### config.mk
export PLATFORM = sky130hd
export DESIGN_NAME = pin_sampler
export DESIGN_NICKNAME = d
export VERILOG_FILES = /design/src/rtl/pin_sampler_pkg.sv /design/src/rtl/sync_fifo.sv /design/src/rtl/pin_sampler.sv
export SDC_FILE = /design/constraint.sdc
export NUM_CORES = 1
export LEC_CHECK = 0
export ABC_AREA = 1
export CORE_UTILIZATION = 45
export DETAILED_ROUTE_END_ITERATION = 6
export PLACE_DENSITY = 0.6
export SLEW_MARGIN = 20
export SYNTH_ARGS = -nofsm -noshare
export SYNTH_HDL_FRONTEND = slang
export SYNTH_SLANG_ARGS = --single-unit
### constraint.sdc
create_clock -name clk -period 4.25 [get_ports clk]
set_input_delay 0.425 -clock clk [delete_from_list [all_inputs] [get_ports clk]]
set_output_delay 0.425 -clock clk [all_outputs]
set_load 0.005 [all_outputs]
### src/rtl/pin_sampler_pkg.sv
// Shared definitions for the per-pin input sampler: register offsets, command
// codes, FSM states and status word bit positions.
package pin_sampler_pkg;

  localparam logic [20:0] OFF_DIV    = 21'd4;
  localparam logic [20:0] OFF_COUNT  = 21'd8;
  localparam logic [20:0] OFF_CTRL   = 21'd12;
  localparam logic [20:0] OFF_POP    = 21'd16;
  localparam logic [20:0] OFF_STATUS = 21'd20;

  localparam logic [15:0] CMD_START = 16'd1;
  localparam logic [15:0] CMD_STOP  = 16'd2;

  localparam int STAT_OVF_BIT = 15;
  localparam int STAT_RUN_BIT = 14;

  typedef enum logic {
    S_IDLE = 1'b0,
    S_RUN  = 1'b1
  } state_t;

endpackage

### src/rtl/sync_fifo.sv
// Single-clock FIFO with a fill-level output. Push while full is refused
// unless a pop happens in the same cycle; pop while empty is ignored.
module sync_fifo #(
  parameter int DW = 16,
  parameter int AW = 4
) (
  input  logic          clk,
  input  logic          reset,
  input  logic          push,
  input  logic          pop,
  input  logic [DW-1:0] din,
  output logic [DW-1:0] dout,
  output logic          full,
  output logic          empty,
  output logic [AW:0]   level
);

  localparam logic [AW:0] DEPTH = (AW+1)'(2**AW);

  logic [DW-1:0] r_mem [2**AW];
  logic [AW-1:0] r_rdPtr;
  logic [AW-1:0] r_wrPtr;
  logic [AW:0]   r_level;
  logic          w_doPush;
  logic          w_doPop;

  assign empty    = (r_level == '0);
  assign full     = (r_level == DEPTH);
  assign level    = r_level;
  assign dout     = r_mem[r_rdPtr];
  assign w_doPop  = pop && !empty;
  assign w_doPush = push && (!full || w_doPop);

  always_ff @(posedge clk) begin
    if (w_doPush) begin
      r_mem[r_wrPtr] <= din;
    end
  end

  always_ff @(posedge clk) begin
    if (reset) begin
      r_rdPtr <= '0;
      r_wrPtr <= '0;
      r_level <= '0;
    end else begin
      if (w_doPush) begin
        r_wrPtr <= r_wrPtr + 1'b1;
      end
      if (w_doPop) begin
        r_rdPtr <= r_rdPtr + 1'b1;
      end
      if (w_doPush && !w_doPop) begin
        r_level <= r_level + 1'b1;
      end else if (w_doPop && !w_doPush) begin
        r_level <= r_level - 1'b1;
      end
    end
  end

endmodule

### src/rtl/pin_sampler.sv
// Samples one pin at a programmable rate, packs 16 samples per word (first
// sample in bit 0) and returns the words through a FIFO on the register bus.
module pin_sampler
  import pin_sampler_pkg::*;
#(
  parameter int POSITION = 0,
  parameter int FIFO_AW  = 4
) (
  input  logic        clk,
  input  logic        reset,
  input  logic [20:0] addr,
  input  logic [15:0] data_in,
  input  logic        wr_en,
  input  logic        rd_en,
  output logic [15:0] data_out,
  input  logic        pin_input,
  output logic        fifo_nonempty
);

  localparam logic [20:0] A_BASE   = 21'(POSITION);
  localparam logic [20:0] A_DIV    = A_BASE + OFF_DIV;
  localparam logic [20:0] A_COUNT  = A_BASE + OFF_COUNT;
  localparam logic [20:0] A_CTRL   = A_BASE + OFF_CTRL;
  localparam logic [20:0] A_POP    = A_BASE + OFF_POP;
  localparam logic [20:0] A_STATUS = A_BASE + OFF_STATUS;

  state_t r_state;
  state_t w_stateNext;
  logic   w_enterRun;

  logic r_sync1;
  logic r_sync2;

  logic [15:0] r_divReg;
  logic [15:0] r_countReg;
  logic        r_runInfReg;

  logic [15:0] r_divActive;
  logic        r_runInf;
  logic [15:0] r_wordsLeft;
  logic [15:0] r_divCnt;
  logic [3:0]  r_bitCnt;
  logic [15:0] r_shift;

  logic        r_ovf;
  logic [15:0] r_dataOut;

  logic               w_start;
  logic               w_stop;
  logic               w_sample;
  logic               w_wordDone;
  logic               w_lastWord;
  logic [15:0]        w_word;
  logic               w_popReq;
  logic               w_statRd;
  logic               w_ovfEvent;
  logic [15:0]        w_status;
  logic [15:0]        w_fifoDout;
  logic               w_fifoFull;
  logic               w_fifoEmpty;
  logic [FIFO_AW:0]   w_fifoLevel;

  assign w_start    = wr_en && (addr == '0) && (data_in == CMD_START);
  assign w_stop     = wr_en && (addr == '0) && (data_in == CMD_STOP);
  assign w_popReq   = rd_en && (addr == A_POP);
  assign w_statRd   = rd_en && (addr == A_STATUS);

  // A STOP cycle takes no sample, so a word finishing on that cycle is lost too.
  assign w_sample   = (r_state == S_RUN) && !w_stop && (r_divCnt == '0);
  assign w_wordDone = w_sample && (r_bitCnt == 4'd15);
  assign w_lastWord = w_wordDone && !r_runInf && (r_wordsLeft == 16'd1);
  assign w_word     = {r_sync2, r_shift[15:1]};
  assign w_ovfEvent = w_wordDone && w_fifoFull && !(w_popReq && !w_fifoEmpty);

  always_ff @(posedge clk) begin
    if (reset) begin
      r_sync1 <= 1'b0;
      r_sync2 <= 1'b0;
    end else begin
      r_sync1 <= pin_input;
      r_sync2 <= r_sync1;
    end
  end

  always_ff @(posedge clk) begin
    if (reset) begin
      r_divReg    <= '0;
      r_countReg  <= '0;
      r_runInfReg <= 1'b0;
    end else if (wr_en) begin
      if (addr == A_DIV) begin
        r_divReg <= data_in;
      end else if (addr == A_COUNT) begin
        r_countReg <= data_in;
      end else if (addr == A_CTRL) begin
        r_runInfReg <= data_in[0];
      end
    end
  end

  always_ff @(posedge clk) begin
    if (reset) begin
      r_state <= S_IDLE;
    end else begin
      r_state <= w_stateNext;
    end
  end

  always_comb begin
    w_stateNext = r_state;
    w_enterRun  = 1'b0;
    case (r_state)
      S_IDLE: begin
        if (w_start && ((r_countReg != '0) || r_runInfReg)) begin
          w_stateNext = S_RUN;
          w_enterRun  = 1'b1;
        end
      end
      S_RUN: begin
        if (w_stop || w_lastWord) begin
          w_stateNext = S_IDLE;
        end
      end
      default: w_stateNext = S_IDLE;
    endcase
  end

  // Run parameters are captured at START so bus writes mid-run stay pending.
  always_ff @(posedge clk) begin
    if (reset) begin
      r_divActive <= '0;
      r_runInf    <= 1'b0;
      r_wordsLeft <= '0;
      r_divCnt    <= '0;
      r_bitCnt    <= '0;
      r_shift     <= '0;
    end else if (w_enterRun) begin
      r_divActive <= (r_divReg == '0) ? 16'd1 : r_divReg;
      r_runInf    <= r_runInfReg;
      r_wordsLeft <= r_countReg;
      r_divCnt    <= '0;
      r_bitCnt    <= '0;
      r_shift     <= '0;
    end else if (w_sample) begin
      r_shift  <= w_word;
      r_bitCnt <= r_bitCnt + 4'd1;
      r_divCnt <= r_divActive - 16'd1;
      if (w_wordDone && !r_runInf) begin
        r_wordsLeft <= r_wordsLeft - 16'd1;
      end
    end else if (r_state == S_RUN) begin
      r_divCnt <= r_divCnt - 16'd1;
    end
  end

  sync_fifo #(
    .DW(16),
    .AW(FIFO_AW)
  ) u_fifo (
    .clk   (clk),
    .reset (reset),
    .push  (w_wordDone),
    .pop   (w_popReq),
    .din   (w_word),
    .dout  (w_fifoDout),
    .full  (w_fifoFull),
    .empty (w_fifoEmpty),
    .level (w_fifoLevel)
  );

  always_comb begin
    w_status               = 16'(w_fifoLevel);
    w_status[STAT_OVF_BIT] = r_ovf;
    w_status[STAT_RUN_BIT] = (r_state == S_RUN);
  end

  // A status read clears overflow, but an overflow in that same cycle wins.
  always_ff @(posedge clk) begin
    if (reset) begin
      r_ovf     <= 1'b0;
      r_dataOut <= '0;
    end else begin
      if (w_statRd) begin
        r_ovf <= w_ovfEvent;
      end else if (w_ovfEvent) begin
        r_ovf <= 1'b1;
      end
      if (w_popReq) begin
        r_dataOut <= w_fifoEmpty ? 16'h0000 : w_fifoDout;
      end else if (w_statRd) begin
        r_dataOut <= w_status;
      end
    end
  end

  assign data_out      = r_dataOut;
  assign fifo_nonempty = !w_fifoEmpty;

endmodule

== Yosys cells after proc, flatten, opt, wreduce, memory -nomap -nowiden ==
Memory sizes are Yosys's and may differ from the RTL's. A register that Yosys moved wholly into a read port is not among the register bits.
Index checks and enable logic that the tools add are counted.

* Register bits after elaboration: 135
* Memory bits (writable): 256
* Bits of input ports: 42
* Output and inout port bits: 17
* Logic and storage cells: 102
* Memories: 1

{| class="wikitable"
|+ Memory list
! name !! depth !! width !! rd ports !! clocked after memory_dff !! wr ports !! line !! RTL
|-
| u_fifo.r_mem || 16 || 16 || 1 || 1 || 1 || sync_fifo.sv:20 || <nowiki>logic [DW-1:0] r_mem [2**AW];</nowiki>
|}

* $add $sub $neg: 8
* Equality and inequality tests: 10
* Mux-type cells: 21
* Bitwise operators: 3
* Reductions and logical operators: 42

{| class="wikitable"
|+ Operators by type and width
! operator !! number
|-
| 2-to-1 mux 16 bit || 9
|-
| subtractor 16 x 1 -> 16 bit (second input constant) || 3
|-
| == test 21 x 4 -> 1 bit (second input constant) || 2
|-
| == test 21 x 5 -> 1 bit (second input constant) || 2
|-
| == test 16 x 1 -> 1 bit (second input constant) || 2
|-
| zero test 16 bit || 2
|-
| == test 21 x 3 -> 1 bit (second input constant) || 1
|-
| zero test 21 bit || 1
|-
| logical AND 1 bit || 17
|-
| == test 16 x 2 -> 1 bit (second input constant) || 1
|-
| nonzero test 16 bit || 1
|-
| adder 4 x 1 -> 4 bit (second input constant) || 3
|-
| nonzero test 2 bit || 6
|-
| 2-to-1 mux 5 bit || 2
|-
| 2-to-1 mux 4 bit || 2
|-
| 2-to-1 mux 1 bit || 7
|-
| zero test 1 bit || 6
|-
| adder 5 x 1 -> 5 bit (second input constant) || 1
|-
| == test 5 bit (second input constant) || 1
|-
| zero test 5 bit || 1
|-
| subtractor 5 x 1 -> 5 bit (second input constant) || 1
|-
| == test 4 bit (second input constant) || 1
|-
| AND reduction 2 bit || 2
|-
| AND reduction 4 bit || 1
|-
| 5 further kinds || 9
|}

== Depth between registers and ports, before layout ==
Gate-level depths: netlist of run 1.

* Depth in word-level cells: 12
* Gate-level depth with buffers: 19

== By module ==
Synthesis of run 1 repeated with hierarchy kept, for this count alone.

* Cells, all modules: 1824
* Area total of the unflattened synthesis: 17367.9 um^2

{| class="wikitable"
|+ Modules (own cells, without submodules)
! module !! times used !! cells each !! area an instance (um^2) !! sequential area each (um^2)
|-
| sync_fifo || 1 || 1033 || 11476.0 || 8027.7
|-
| pin_sampler || 1 || 791 || 5891.9 || 2422.3
|}

== Worst setup path after synthesis of run 1 ==
Ideal clock, no wire load.

* Kind: in2reg
* Start point: input addr[17]
* End point: register u_fifo.r_level[4], in the netlist u_fifo.level[4]
* Library setup time: 0.070 ns
* Arrival time: 2.743 ns
* Required time: 4.180 ns
* Setup slack: 1.436 ns
* Stages: 16
* Path through: or2_1 > nor2_2 > nand2_2 > inv_1 > nand3_1 > nand2_1 > nor2_1 > nor2_4 > ha_1 > inv_1 > fa_1 > a21o_1 > a21oi_1 > xor2_1 > nand2_1 > a21oi_1

* Word-level cells in the longest chain between the ends: 11
* Elaborated cells between the ends (all ways): 18

{| class="wikitable"
|+ RTL lines
! what !! line !! RTL
|-
| start: declaration || pin_sampler.sv:11 || <nowiki>input logic [20:0] addr,</nowiki>
|-
| zero test 21 bit || pin_sampler.sv:64 || <nowiki>assign w_stop = wr_en && (addr == '0) && (data_in == CMD_STOP);</nowiki>
|-
| logical AND 1 bit (2 in a row) || pin_sampler.sv:64 ||
|-
| zero test 1 bit || pin_sampler.sv:69 || <nowiki>assign w_sample = (r_state == S_RUN) && !w_stop && (r_divCnt == '0);</nowiki>
|-
| logical AND 1 bit (2 in a row) || pin_sampler.sv:69 ||
|-
| logical AND 1 bit || pin_sampler.sv:70 || <nowiki>assign w_wordDone = w_sample && (r_bitCnt == 4'd15);</nowiki>
|-
| logical AND 1 bit (*) || sync_fifo.sv:32 || <nowiki>assign w_doPush = push && (!full || w_doPop);</nowiki>
|-
| named net u_fifo.w_doPush || sync_fifo.sv:24 || <nowiki>logic w_doPush;</nowiki>
|-
| zero test 1 bit || sync_fifo.sv:54 || <nowiki>end else if (w_doPop && !w_doPush) begin</nowiki>
|-
| logical AND 1 bit || sync_fifo.sv:54 ||
|-
| nonzero test 2 bit (no line) || -- ||
|-
| end signal: assignment || sync_fifo.sv:53 || <nowiki>r_level <= r_level + 1'b1;</nowiki>
|-
| end signal: assignment || sync_fifo.sv:55 || <nowiki>r_level <= r_level - 1'b1;</nowiki>
|-
| end: declaration || sync_fifo.sv:23 || <nowiki>logic [AW:0] r_level;</nowiki>
|}

Mark *: on every way through the listed nets, which the timed path passes. The rest lies on a longest branch.
A chain may end at the register's enable or synchronous reset.

== Worst setup path after layout of run 1 ==
* Start point: register r_divCnt[4]
* End point: register u_fifo.r_level[4], in the netlist u_fifo.level[4]

* Word-level cells in the longest chain between the ends: 7
* Elaborated cells between the ends (all ways): 9

{| class="wikitable"
|+ RTL lines
! what !! line !! RTL
|-
| start: declaration || pin_sampler.sv:41 || <nowiki>logic [15:0] r_divCnt;</nowiki>
|-
| start signal: assignment || pin_sampler.sv:147 || <nowiki>r_divCnt <= r_divActive - 16'd1;</nowiki>
|-
| start signal: assignment || pin_sampler.sv:152 || <nowiki>r_divCnt <= r_divCnt - 16'd1;</nowiki>
|-
| zero test 16 bit (*) || pin_sampler.sv:69 ||
|-
| logical AND 1 bit (*) || pin_sampler.sv:69 ||
|-
| logical AND 1 bit (*) || pin_sampler.sv:70 ||
|-
| logical AND 1 bit (*) || sync_fifo.sv:32 ||
|-
| named net u_fifo.w_doPush || sync_fifo.sv:24 ||
|-
| zero test 1 bit || sync_fifo.sv:54 ||
|-
| logical AND 1 bit || sync_fifo.sv:54 ||
|-
| nonzero test 2 bit (no line) || -- ||
|}

Marks and branches as above.

==> summary.md, run 1 <==
The later pin in the worst-skew pair is clocked with a latency of 0.55 ns. Each instance of the synthesized netlist takes up on average 10.52 um^2. For this run, the number of Yosys warnings is 0.

The minimum clock period is 3.282 ns. The number of nets in the final layout was 1,709; the placeable core region was 36,610 um^2. Max-cap violations in this run came to 0. The largest single stage delay on the critical path is 0.42 ns. Area after detailed placement: 17,920 um^2.

The final count of negative-setup-slack endpoints came out at 0. The tools report the start of the worst register-to-register path as r_divCnt[4]. Along the worst hold path, the cell count comes to 3. The post-synthesis cell type with the largest combined area is sky130_fd_sc_hd__edfxtp_1. After detailed routing, the number of vias per cell comes to 5.367. The tools report the level count of the clock H-tree as 2. The cell family contributing the most delay on the critical path is simple AND/OR/NAND/NOR gates.

In the synthesized netlist, the number of instances is 1,589. The slowest library cell on the worst path is sky130_fd_sc_hd__fa_1. At the end of the flow the core is filled with cells to 52.68%. The number of setup buffers added after CTS is 0. The run gives 1,645 as the number of nets in the synthesized netlist. The worst hold path belongs to the class in -> reg. The floorplan step defined a die boundary enclosing 37,930 um^2. The number of buffers and inverters on the critical path is 3.

STA classifies the critical path endpoint as a flip-flop. The logs give 0 for the number of buffers inserted by hold repair at cts and 0.6662 ns for the setup slack after placement. The run gives 0 as the number of antenna violations at the first check in global routing. The peak fanout along the critical path was 15; the count of buffers from port buffering was 58. Post-route fraction of the period consumed by the critical path: 77.23%.

After Yosys synthesis, full adders, half adders and majority gates account for 1.093% of the synthesized area. For the placement row count, the log shows 70. Measured in cells, the most critical reg-to-reg path has a length of 18. The portion of netlist area occupied by mux cells works out to 3.831%. Once the floorplan was initialized, standard cells occupied 45.67% of the core.

The worst hold path terminates at r_sync1. Once detailed placement completed, the half-perimeter wirelength came to 24.42 mm. The completed layout was analyzed and its total power is 7728 uW.

The tools report the largest net degree at the start of global routing as 65. The combined global-route utilization of all metal layers is 21.87%, and the remaining routing DRC violations is 0. The total negative slack for setup checks came out at 0 ns. Setup repair after global routing left no endpoint under its margin.

The logs give 0 for the total count of hold-check failures in the final report and 63.84 mm for the global-route wire length before repair. The fraction of post-synthesis cell area in the top cell type by area is 45.98%, and the number of global-route vias before repair is 11,290. Global routing finished with a remaining overflow of 0. The last weighted congestion value of the routability-driven placer was 0.7941; the first-pass iteration count of the detailed router was 5. For this block, the initial DRC count from the detailed router was 951. For the final count of pins violating max slew, the log shows 0. VDD sags by at most 0.2362 mV. The critical path goes through inv_1 > nand2_1 > nor3_1 > nand2_1 > nor2_4 > buf_4 > nand3_4 > nor3_2 > nand2_2 > nor2_4 > ha_1 > inv_1 > fa_1 > a21o_1 > a21oi_1 > xor2_1 > nand2_1 > a21oi_1. For flop-to-flop paths, the worst setup slack is 0.97 ns. The repair_antennas step left the layout with diodes totalling 0.

Summing the areas of all compound-gate instances in the mapped netlist gives 13.89% of the synthesized area. The die is 194.8 um tall. The most frequent standard cell in the layout excluding fill and tap cells is sky130_fd_sc_hd__edfxtp_1. After synthesis the cells add up to 16,720 um^2. By area the synthesized netlist is led by sky130_fd_sc_hd__edfxtp_1 (46%), sky130_fd_sc_hd__dfxtp_1 (17%), sky130_fd_sc_hd__o21ai_0 (5.6%), sky130_fd_sc_hd__nand2_1 (4.4%), sky130_fd_sc_hd__mux2i_1 (3.8%).

The tools report the I/O pin count as 59. The library cells used most frequently in the layout, excluding fill and tap cells, are sky130_fd_sc_hd__edfxtp_1 (256), sky130_fd_sc_hd__nand2_1 (194), sky130_fd_sc_hd__o21ai_0 (188). For the worst setup path, the data required time is 4.72 ns. Once detail routing completed, the nets flagged for antenna violations numbered 0. After layout, the worst setup slack is 0.9679 ns. In this design, the critical path's most frequently occurring cell is sky130_fd_sc_hd__nand2_1. The worst setup path is launched from a flip-flop. The fraction of the mapped netlist area in simple logic gates was 12.04%. After clock tree synthesis, the clock-pin slew on the worst setup and hold paths is 0.06 ns. Total wire length after detailed routing: 40.82 mm.

Average wire length per cell after detail routing: 18.94 um. The largest family of logic cells by synthesized area was compound AO/OA/AOI/OAI gates. The leakage power summed over all cells was 0.007019 uW; the finished layout cell area was 19,280 um^2. Measured along the x axis, the die boundary spans 194.8 um. The routed via count was 11,570. The tools report the beginning of the worst hold path as pin_input. The longest clock path from root to sink contains 3 buffers. The slew at the pin closest to its max-slew limit came out at 1.118 ns. The tools report the arrival time of the worst setup path as 3.76 ns.

The worst register-to-register path ends at u_fifo.level[4]. The root buffer cell was sky130_fd_sc_hd__clkbuf_16. In this run, CTS created clock tree buffers numbering 42. Across the routed clock network, the largest skew measured is 0.01539 ns. Yosys mapped the design onto 47 distinct sky130hd cell types. The cell area power density works out to 400.7 nW/um^2. Headroom to the max-slew limit: 25.42%. The flow ran to the end, and the final reports show no timing, DRC or antenna violations. TritonCTS built the clock tree.

The number of gates resized after CTS was 0. The synthesized netlist devotes 0.7334% of its cell area to XOR and XNOR gates. Worst setup path category: reg -> reg. The tree built by TritonCTS fans out to 394 sinks. Of the cells placed in the final design, the portion with a size suffix greater than 1 is 9.959%. The synthesis-stage register bit count was 394. From synthesis to final layout, the design area changed by 15.34%. The share of the Yosys chip area taken by registers is 62.50%. For this run, the top clock speed supported by timing is 304.7 MHz.
## worst register-to-register path, cell delays in order, from the launching register on
cell                      delay, ns
sky130_fd_sc_hd__dfxtp_1       0.30
sky130_fd_sc_hd__inv_1         0.10
sky130_fd_sc_hd__nand2_1       0.07
sky130_fd_sc_hd__nor3_1        0.22
sky130_fd_sc_hd__nand2_1       0.14
sky130_fd_sc_hd__nor2_4        0.09
sky130_fd_sc_hd__buf_4         0.26
sky130_fd_sc_hd__nand3_4       0.11
sky130_fd_sc_hd__nor3_2        0.20
sky130_fd_sc_hd__nand2_2       0.12
sky130_fd_sc_hd__nor2_4        0.18
sky130_fd_sc_hd__ha_1          0.22
sky130_fd_sc_hd__inv_1         0.10
sky130_fd_sc_hd__fa_1          0.42
sky130_fd_sc_hd__a21o_1        0.18
sky130_fd_sc_hd__a21oi_1       0.16
sky130_fd_sc_hd__xor2_1        0.16
sky130_fd_sc_hd__nand2_1       0.07
sky130_fd_sc_hd__a21oi_1       0.12
## cell families (layout without fill, tap and decap cells)
family | Yosys count | in the layout
buf+inv | 251 | 349
simple gates | 435 | 435
compound gates | 417 | 417
mux | 64 | 64
xor+xnor | 14 | 14
fa+ha+maj | 14 | 14
flops | 394 | 394
## routing by layer
layer  part of all wire, %  vias to the layer above  track usage, %
met5                     0                        -               0
met4                   1.9                        0           6.008
met3                   5.6                       49           2.794
met2                    47                      322           36.20
met1                    46                     5488           30.27
li1                      -                     5707               -
## worst max-delay path by stage
stage | start | to | slack (ns) | cells after the start
after floorplan | addr[17] | u_fifo.level[4] | 1.44 | 16
after CTS | r_divCnt[4] | u_fifo.level[4] | 0.99 | 18
after global routing | r_divCnt[4] | u_fifo.level[4] | 0.70 | 18
after global placement | addr[3] | u_fifo.level[4] | 0.76 | 19
after detailed placement | addr[3] | u_fifo.level[4] | 0.67 | 19
final | r_divCnt[4] | u_fifo.level[4] | 0.97 | 18
## Yosys cell counts (all sizes together)
master and instances:
xor2 9, o22ai 13, dfxtp 138, o221ai 1, nor4 10, a31oi 16
or2 4, and2 3, nor3b 1, a22o 2, o31ai 3, a21o 2
clkbuf 44, a32o 9, nand3 30, nor2 143, nor3 12, buf 34
o21ai 192, ha 13, mux2i 64, a21oi 127, fa 1, nand2 204
nand4 27, xnor2 5, a211oi 34, clkinv 3, nand3b 1, edfxtp 256
inv 170, o211ai 18
## area by class of cell
| class | instances | area (um^2) |
|---|---|---|
| fillers | 3230 | 17330 |
| inverters | 173 | 649.4 |
| well taps | 468 | 585.6 |
| multi-input cells | 944 | 5329 |
| clock inverters | 22 | 211.5 |
| clock buffers | 56 | 1154 |
| flip-flops and latches | 394 | 10460 |
| repair buffers | 98 | 900.9 |
## report_power, final
part	leakage [uW]	switching, uW	internal, uW
combinational	0.00238	47.2	40.8
sequential	0.00398	1.82	4030
clock	0.000662	1500	2110
## flip-flops by register name (all words and copies together), names as in the netlist, named ones only
register	flops
r_divCnt	16
r_shift	15
u_fifo.r_rdPtr	4
u_fifo.r_mem	256
data_out	16
r_state	1
r_wordsLeft	16
r_countReg	16
r_runInfReg	1
r_divReg	16
r_ovf	1
r_sync1	1
u_fifo.level	5
r_sync2	1
r_bitCnt	4
r_runInf	1
u_fifo.r_wrPtr	4
r_divActive	16
## metrics by stage
stage               std cells  hold WS, ns
floorplan                1589       0.3883
global placement         2077       0.4240
detailed placement       2077       0.4201
CTS                      2155       0.3956
global route             2155       0.4256
finish                   2155       0.4140
(Power assumes the default switching activity.)
==> run 2: changes to the inputs <==
==> constraint.sdc (replaced) <==
create_clock -name clk -period 3.2 [get_ports clk]
set_input_delay 0.32 -clock clk [delete_from_list [all_inputs] [get_ports clk]]
set_output_delay 0.32 -clock clk [all_outputs]
set_load 0.005 [all_outputs]
==> summary.md, run 2 (synthesis gave the netlist of run 1 again) <==
The source-to-sink clock delay at the later pin of the worst-skew pair is 0.54 ns (about the same), and the total die area is 37,930 um^2 (unchanged). The final total power came out at 10,570 uW (+37%). The library cell used most frequently in the layout, excluding fill and tap cells, is sky130_fd_sc_hd__edfxtp_1. The vias per cell was 5.369 (about the same); the post-detailed-placement half-perimeter wirelength was 25.33 mm (+3.7%). The worst setup path is captured at a flip-flop. The cell that appears most often on the critical path is sky130_fd_sc_hd__nand2_1. For the arrival time of the worst setup path, the log shows 3.38 ns (-0.38 ns). The logs give 0 (unchanged) for the final count of pins violating max slew and 0 (unchanged) for the remaining number of nets flagged by the antenna check after routing. The count of filler cells inserted in the layout was 3,218 (-0.37%). The root buffer cell chosen for the clock tree is sky130_fd_sc_hd__clkbuf_16.

The average wire length per cell after detail routing is 18.67 um (-1.4%). The setup fix buffers added after clock tree synthesis was 0 (unchanged); the flip-flop count of the largest register after layout was 256 (unchanged). Final count of negative-setup-slack endpoints: 0 (unchanged). For the global-route wire length before repair, the log shows 63.73 mm (-0.17%). The number of max-capacitance violations reported is 0 (unchanged), and the placeable core region is 36,610 um^2 (unchanged).

For the initial cell density of the core, the log shows 45.67% (unchanged). Type of the most critical hold path: in -> reg. The clock transition at the register clock pins on the worst setup and hold paths after CTS was 0.06 ns (about the same); the remaining routing DRC violations was 0 (unchanged). The tools report the worst hold slack as 0.2943 ns (-0.1197 ns). STA classifies the critical path startpoint as a flip-flop. The fraction of layout instances using a drive strength above 1 came out at 11.44% (+1.5 points). The tools report the routing usage on met2 as 35.36% (-0.84 points).

The count of buffers from port buffering is 58 (unchanged), and the I/O pin count is 59 (unchanged). The slowest stage of the critical path is the sky130_fd_sc_hd__fa_1 cell. Traced cell by cell, the critical path runs through inv_1 > nand2_1 > nor3_1 > nand2_1 > nor2_4 > nand3_4 > nor3_2 > nand2_2 > nor2_4 > ha_1 > inv_1 > fa_1 > a21o_1 > a21oi_1 > xor2_1 > nand2_1 > a21oi_1. The relative area change from synthesis to final layout came out at 17.23%. The number of global-route vias before repair is 11,310 (+0.17%), and the total clock buffers created by CTS is 42 (unchanged). The level count of the clock H-tree is 2 (unchanged). The flow ran to the end, and the final reports show no timing, DRC or antenna violations. The routing usage on met1 was 30.32% (+0.045 points). TritonCTS built the clock tree. On the critical path the largest part of the delay comes from simple AND/OR/NAND/NOR gates.

The slew at the pin closest to its max-slew limit came out at 0.8919 ns (-0.2256 ns). The met3 track demand over resource was 3.436% (+0.64 points); the antenna diode instance count was 0 (unchanged). The post-route fraction of the period consumed by the critical path is 90.92% (+14 points). The total count of hold-check failures in the final report was 0 (unchanged); the minimum clock period was 2.909 ns (-0.3727 ns). The library cells used most frequently in the layout, excluding fill and tap cells, are sky130_fd_sc_hd__edfxtp_1 (256), sky130_fd_sc_hd__nand2_1 (194), sky130_fd_sc_hd__o21ai_0 (188). Cell area power density: 539.3 nW/um^2 (+35%). The most crowded layer after global routing is met2.

The buffer levels on the longest clock path was 3 (unchanged); the worst vdd rail ir drop was 0.3181 mV (+35%). Critical path buffer and inverter count: 2 (-1). The number of nets in the final layout came out at 1,738 (+1.7%).

The peak per-stage delay on the critical path is 0.42 ns (about the same). Setup repair after global routing left no endpoint under its margin. The combined global-route utilization of all metal layers was 21.76% (-0.11 points); the worst reg2reg path depth was 17 (-1). The chip width is 194.8 um (unchanged). The logs give 1 (+1) for the number of antenna violations at the first check in global routing and 0 (unchanged) for the number of gates resized after cts.

Height of the die: 194.8 um (unchanged). The total wire length after detailed routing came out at 40.74 mm (-0.20%). The placement row count was 70 (unchanged).

The critical path required time is 3.67 ns (-1.05 ns), and the last weighted congestion value of the routability-driven placer is 0.8543 (+7.6%). For the largest net degree at the start of global routing, the log shows 86 (+32%). For the maximum clock frequency, the log shows 343.7 MHz (+13%). By startpoint and endpoint, the worst setup path is classified as reg -> reg. The peak fanout along the critical path came out at 4 (-11). Leakage power summed over all cells: 0.007219 uW (+2.8%). The routed via count came out at 11,720 (+1.3%). The run gives 0 (unchanged) as the sum of overflow across all layers after global routing. The clock sink count came out at 394 (unchanged).

The first-pass iteration count of the detailed router is 5 (unchanged), and the worst hold path cell count is 5 (+2). The register with the most flip-flops in the final layout is u_fifo.r_mem. The logs give 0 (unchanged) for the number of buffers inserted by hold repair at cts and 887 (-6.7%) for the initial detailed-routing violation count. The headroom to the max-slew limit is 40.47% (+15 points), and the depth of the critical timing path with buffers and inverters included is 17 (-1).

For the setup clock skew after layout, the log shows 0.01385 ns (-0.001539 ns).
## run 2: cell types whose count changed in the layout (fill, tap and decap cells not counted), sizes merged
cell | previous run | this run
bufinv | 3 | 5
inv | 174 | 170
clkinvlp | 4 | 1
buf | 41 | 70
clkbuf | 56 | 63
clkinv | 14 | 10
## run 2: routing by layer
| layer | vias to the layer above | wire [um] |
|---|---|---|
| li1 | 5773 | - |
| met5 | - | 13 |
| met2 | 240 | 18860 |
| met1 | 5635 | 19210 |
| met4 | 2 | 820 |
| met3 | 66 | 1835 |
## run 2: layout make-up
type / count / area, um^2 / share of cell area, %
clock inverter: 13 / 190.2 / 0.9703
timing repair buffer: 127 / 1119 / 5.707
tap: 468 / 585.6 / 2.987
multi-input combinational: 944 / 5329 / 27.19
inverter: 173 / 649.4 / 3.313
sequential: 394 / 10460 / 53.34
clock buffer: 63 / 1274 / 6.498
## run 2: stage by stage
stage / setup WS, ns / cells / util (%) / TNS [ns] / area, um^2
3_5_place_dp: -0.02535 / 2106 / 49.54 / -0.02535 / 18140
4_1_cts: 0.2363 / 2182 / 53.54 / 0 / 19600
5_1_grt: 0.07194 / 2182 / 53.54 / 0 / 19600
3_3_place_gp: 0.1278 / 2106 / 49.54 / 0 / 18140
6_report: 0.2906 / 2182 / 53.54 / 0 / 19600
2_1_floorplan: 0.4913 / 1589 / - / 0 / 16720
## run 2: worst paths after layout
kind / to / slack (ns) / from
worst min register to register: r_sync2 / 0.41 / r_sync1
worst min-delay path: data_out[15] / 0.29 / reset
worst max register to register: u_fifo.level[4] / 0.29 / r_divCnt[4]
worst max-delay path: u_fifo.level[4] / 0.29 / r_divCnt[4]
## run 2: worst register-to-register path: stages (launching register included)
cell	delay [ns]
sky130_fd_sc_hd__dfxtp_1	0.31
sky130_fd_sc_hd__inv_1	0.10
sky130_fd_sc_hd__nand2_1	0.06
sky130_fd_sc_hd__nor3_1	0.16
sky130_fd_sc_hd__nand2_1	0.12
sky130_fd_sc_hd__nor2_4	0.16
sky130_fd_sc_hd__nand3_4	0.09
sky130_fd_sc_hd__nor3_2	0.22
sky130_fd_sc_hd__nand2_2	0.13
sky130_fd_sc_hd__nor2_4	0.11
sky130_fd_sc_hd__ha_1	0.19
sky130_fd_sc_hd__inv_1	0.11
sky130_fd_sc_hd__fa_1	0.42
sky130_fd_sc_hd__a21o_1	0.17
sky130_fd_sc_hd__a21oi_1	0.16
sky130_fd_sc_hd__xor2_1	0.16
sky130_fd_sc_hd__nand2_1	0.06
sky130_fd_sc_hd__a21oi_1	0.11
## run 2: report_power, final
group,switching [uW],internal (uW),leakage [uW]
clock network,1940,3150,0.000717
logic,66.0,60.6,0.00252
registers,2.62,5350,0.00398
total,2010,8560,0.00722
==> run 3: changes to the inputs <==
--- a/config.mk
+++ b/config.mk
@@ -6,6 +6,7 @@
 export NUM_CORES = 1
 export LEC_CHECK = 0
 export ABC_AREA = 1
+export CORE_MARGIN = 3
 export CORE_UTILIZATION = 45
 export DETAILED_ROUTE_END_ITERATION = 6
 export PLACE_DENSITY = 0.6
==> summary.md, run 3 (synthesis gave the netlist of run 1 again) <==
STA classifies the critical path startpoint as a flip-flop. The antenna diode instance count was 0 (unchanged). For the number of global-route vias before repair, the log shows 11,160 (-1.3%). The count of filler cells inserted in the layout is 3,171 (-1.5%), and the setup slack after placement is 0.03034 ns (+0.05569 ns). Worst vdd rail ir drop: 0.3160 mV (-0.66%). The chip width is 198.8 um (+2.1%).

The relative area change from synthesis to final layout is 17.26% (about the same). The total negative slack for setup checks was 0 ns (unchanged). The peak fanout along the critical path was 4 (unchanged).

The final core area utilization is 54.33% (+0.79 points). The worst hold path belongs to the class in -> reg. The depth of the critical timing path with buffers and inverters included was 17 (unchanged); the total clock buffers created by CTS was 42 (unchanged). The logs give 0 (unchanged) for the number of gates resized after cts and 0 (unchanged) for the number of max-capacitance violations reported. The net switching component of the power was 2040 uW (+1.5%). The setup clock skew after layout is 0.02011 ns (+0.006254 ns). The beginning of the worst hold path is reset. The routed via count was 11,770 (+0.42%); the total count of hold-check failures in the final report was 0 (unchanged).

The run gives 24.73 mm (-2.4%) as the post-detailed-placement half-perimeter wirelength. The slew at the pin closest to its max-slew limit is 0.9566 ns (+0.06461 ns). TritonCTS built the clock tree. The last weighted congestion value of the routability-driven placer came out at 0.8422 (-1.4%). The tools report the total wire length after detailed routing as 39.60 mm (-2.8%).

Among all stages on the critical path, the largest delay is contributed by sky130_fd_sc_hd__fa_1. The total die area came out at 39,500 um^2 (+4.2%). Global-route wire length before repair: 61.72 mm (-3.2%).

The fraction of power spent switching nets came out at 19.45% (+0.44 points). The average wire length per cell after detail routing was 18.19 um (-2.6%). The critical path required time is 3.67 ns (about the same), and the cell area power density is 534.8 nW/um^2 (-0.82%). The logs give 3 (unchanged) for the buffer levels on the longest clock path and 0.55 ns (about the same) for the source-to-sink clock delay at the later pin of the worst-skew pair.

The run finished with clean final reports. Vias per cell: 5.404 (+0.65%). The logs give 0 (unchanged) for the final count of negative-setup-slack endpoints and 0 (unchanged) for the sum of overflow across all layers after global routing. Ranked by flip-flop count, first place goes to u_fifo.r_mem. The fraction of layout instances using a drive strength above 1 works out to 11.42% (-0.013 points). For the worst reg-to-reg setup slack, the log shows 0.36 ns (+0.07 ns). For the setup fix buffers added after clock tree synthesis, the log shows 0 (unchanged). On the critical path the largest part of the delay comes from simple AND/OR/NAND/NOR gates. The worst setup path startpoint is r_divCnt[4]. The endpoint identified for the worst register-to-register timing path is u_fifo.level[4]. Post-route fraction of the period consumed by the critical path: 88.81% (-2.1 points).

For the post-layout worst setup margin, the log shows 0.3581 ns (+0.06754 ns). The run gives 0 (unchanged) as the final count of pins violating max slew. In the layout the commonest cells are sky130_fd_sc_hd__edfxtp_1 (256), sky130_fd_sc_hd__nand2_1 (194), sky130_fd_sc_hd__o21ai_0 (188). The clock transition at the register clock pins on the worst setup and hold paths after CTS was 0.06 ns (about the same). The count of buffers from port buffering was 58 (unchanged). The peak per-stage delay on the critical path is 0.41 ns (about the same), and the cell-internal power is 8446 uW (-1.3%). Combined global-route utilization of all metal layers: 20.06% (-1.7 points). The tools report the combinational cell fraction of total power as 1.2% (about the same). The headroom to the max-slew limit is 36.16% (-4.3 points), and the worst reg2reg path depth is 17 (unchanged).

The flip-flop count of the largest register after layout was 256 (unchanged). The root buffer cell was sky130_fd_sc_hd__clkbuf_16. Setup repair after global routing left no endpoint under its margin. Leakage power summed over all cells: 0.007231 uW (+0.17%). The minimum clock period was 2.842 ns (-0.06754 ns); the filler-free cell count of the finished design was 2,177 (-0.23%). The height of the die was 198.8 um (+2.1%). For the remaining routing DRC violations, the log shows 0 (unchanged). The critical path buffer and inverter count was 2 (unchanged).

For the placement row count, the log shows 69 (-1.4%). The critical path in this run is classified as reg -> reg. The run gives 51.1% (+0.4 points) as the sequential group share of total power. The run gives 36,090 um^2 (-1.4%) as the placeable core region. Critical path capture point type: a flip-flop.

The tools report the start of the worst register-to-register path as r_divCnt[4]. The worst hold path cell count came out at 5 (unchanged). The run gives 59 (unchanged) as the I/O pin count. The level count of the clock H-tree was 2 (unchanged). Number of nets in the final layout: 1,738 (unchanged). The first-pass iteration count of the detailed router was 5 (unchanged); the final total power was 10,490 uW (-0.80%). The worst setup path endpoint is u_fifo.level[4]. For the share of total power in the clock network, the log shows 47.7% (-0.4 points).

The critical path goes through inv_1 > nand2_1 > nor3_2 > nand2_1 > nor2_4 > nand3_4 > nor3_4 > nand2_2 > nor2_4 > ha_1 > inv_1 > fa_1 > a21o_1 > a21oi_1 > xor2_1 > nand2_1 > a21oi_1. The run gives 46.33% (+0.66 points) as the initial cell density of the core. The arrival time of the worst setup path is 3.31 ns (-0.07 ns). The library cell used most frequently in the layout, excluding fill and tap cells, is sky130_fd_sc_hd__edfxtp_1. The tools report the number of buffers inserted by hold repair at cts as 0 (unchanged). The logs give 867 (-2.3%) for the initial detailed-routing violation count and 66 (-23%) for the largest net degree at the start of global routing.

For the number of antenna violations at the first check in global routing, the log shows 0 (-1). Among the stages of the critical path, the cell type that occurs most often is sky130_fd_sc_hd__nand2_1. The logs give 0 (unchanged) for the remaining number of nets flagged by the antenna check after routing and 351.9 MHz (+2.4%) for the maximum clock frequency.

The run gives 2,099 (-0.33%) as the placed instance count. The clock sink count came out at 394 (unchanged).
## run 3: changes by cell type in the layout (fill, tap and decap cells not counted), sizes merged
cell	before	now
clkinv	10	15
inv	170	172
clkbuf	63	57
bufinv	5	6
## run 3: layout make-up
type	instances	area, um^2	area share, %
clock buffer	57	1157	5.903
sequential	394	10460	53.33
multi-input combinational	944	5340	27.24
inverter	173	649.4	3.312
timing repair buffer	127	1156	5.897
clock inverter	21	270.3	1.379
tap	461	576.8	2.942
## run 3: worst min path at each step
stage | to | slack [ns]
CTS | data_out[14] | 0.26
global placement | r_sync2 | 0.40
floorplan | r_sync2 | 0.39
global route | data_out[14] | 0.29
detailed placement | r_sync2 | 0.40
finish | data_out[14] | 0.29
## run 3: through the flow
step / instance area (um^2) / hold WS (ns)
finish: 19610 / 0.2902
floorplan: 16720 / 0.3883
detailed placement: 18170 / 0.3996
global placement: 18170 / 0.3995
global route: 19610 / 0.2879
CTS: 19590 / 0.2604
## run 3: power by group through the flow
stage | Combinational [uW] | Clock, uW | Sequential [uW]
2_1_floorplan | 46.2 | 0 | 5460
3_3_place_gp | 129 | 0 | 5460
3_5_place_dp | 130 | 0 | 5460
4_1_cts | 130 | 5100 | 5350
5_1_grt | 140 | 5320 | 5350
6_report | 130 | 5000 | 5350
## run 3: layer usage
layer / share of wire (%) / wire, um / vias up / track usage, %
li1: - / - / 5769 / -
met1: 47 / 18430 / 5591 / 29.43
met2: 45 / 17670 / 338 / 31.08
met3: 6.6 / 2621 / 67 / 3.235
met4: 2.2 / 875 / 0 / 5.674
met5: 0 / 0 / - / 0
## run 3: worst reg2reg max path, stage by stage (launching register included)
cell                      delay [ns]
sky130_fd_sc_hd__dfxtp_1        0.31
sky130_fd_sc_hd__inv_1          0.11
sky130_fd_sc_hd__nand2_1        0.08
sky130_fd_sc_hd__nor3_2         0.13
sky130_fd_sc_hd__nand2_1        0.11
sky130_fd_sc_hd__nor2_4         0.20
sky130_fd_sc_hd__nand3_4        0.11
sky130_fd_sc_hd__nor3_4         0.17
sky130_fd_sc_hd__nand2_2        0.11
sky130_fd_sc_hd__nor2_4         0.10
sky130_fd_sc_hd__ha_1           0.19
sky130_fd_sc_hd__inv_1          0.10
sky130_fd_sc_hd__fa_1           0.41
sky130_fd_sc_hd__a21o_1         0.18
sky130_fd_sc_hd__a21oi_1        0.15
sky130_fd_sc_hd__xor2_1         0.16
sky130_fd_sc_hd__nand2_1        0.07
sky130_fd_sc_hd__a21oi_1        0.10
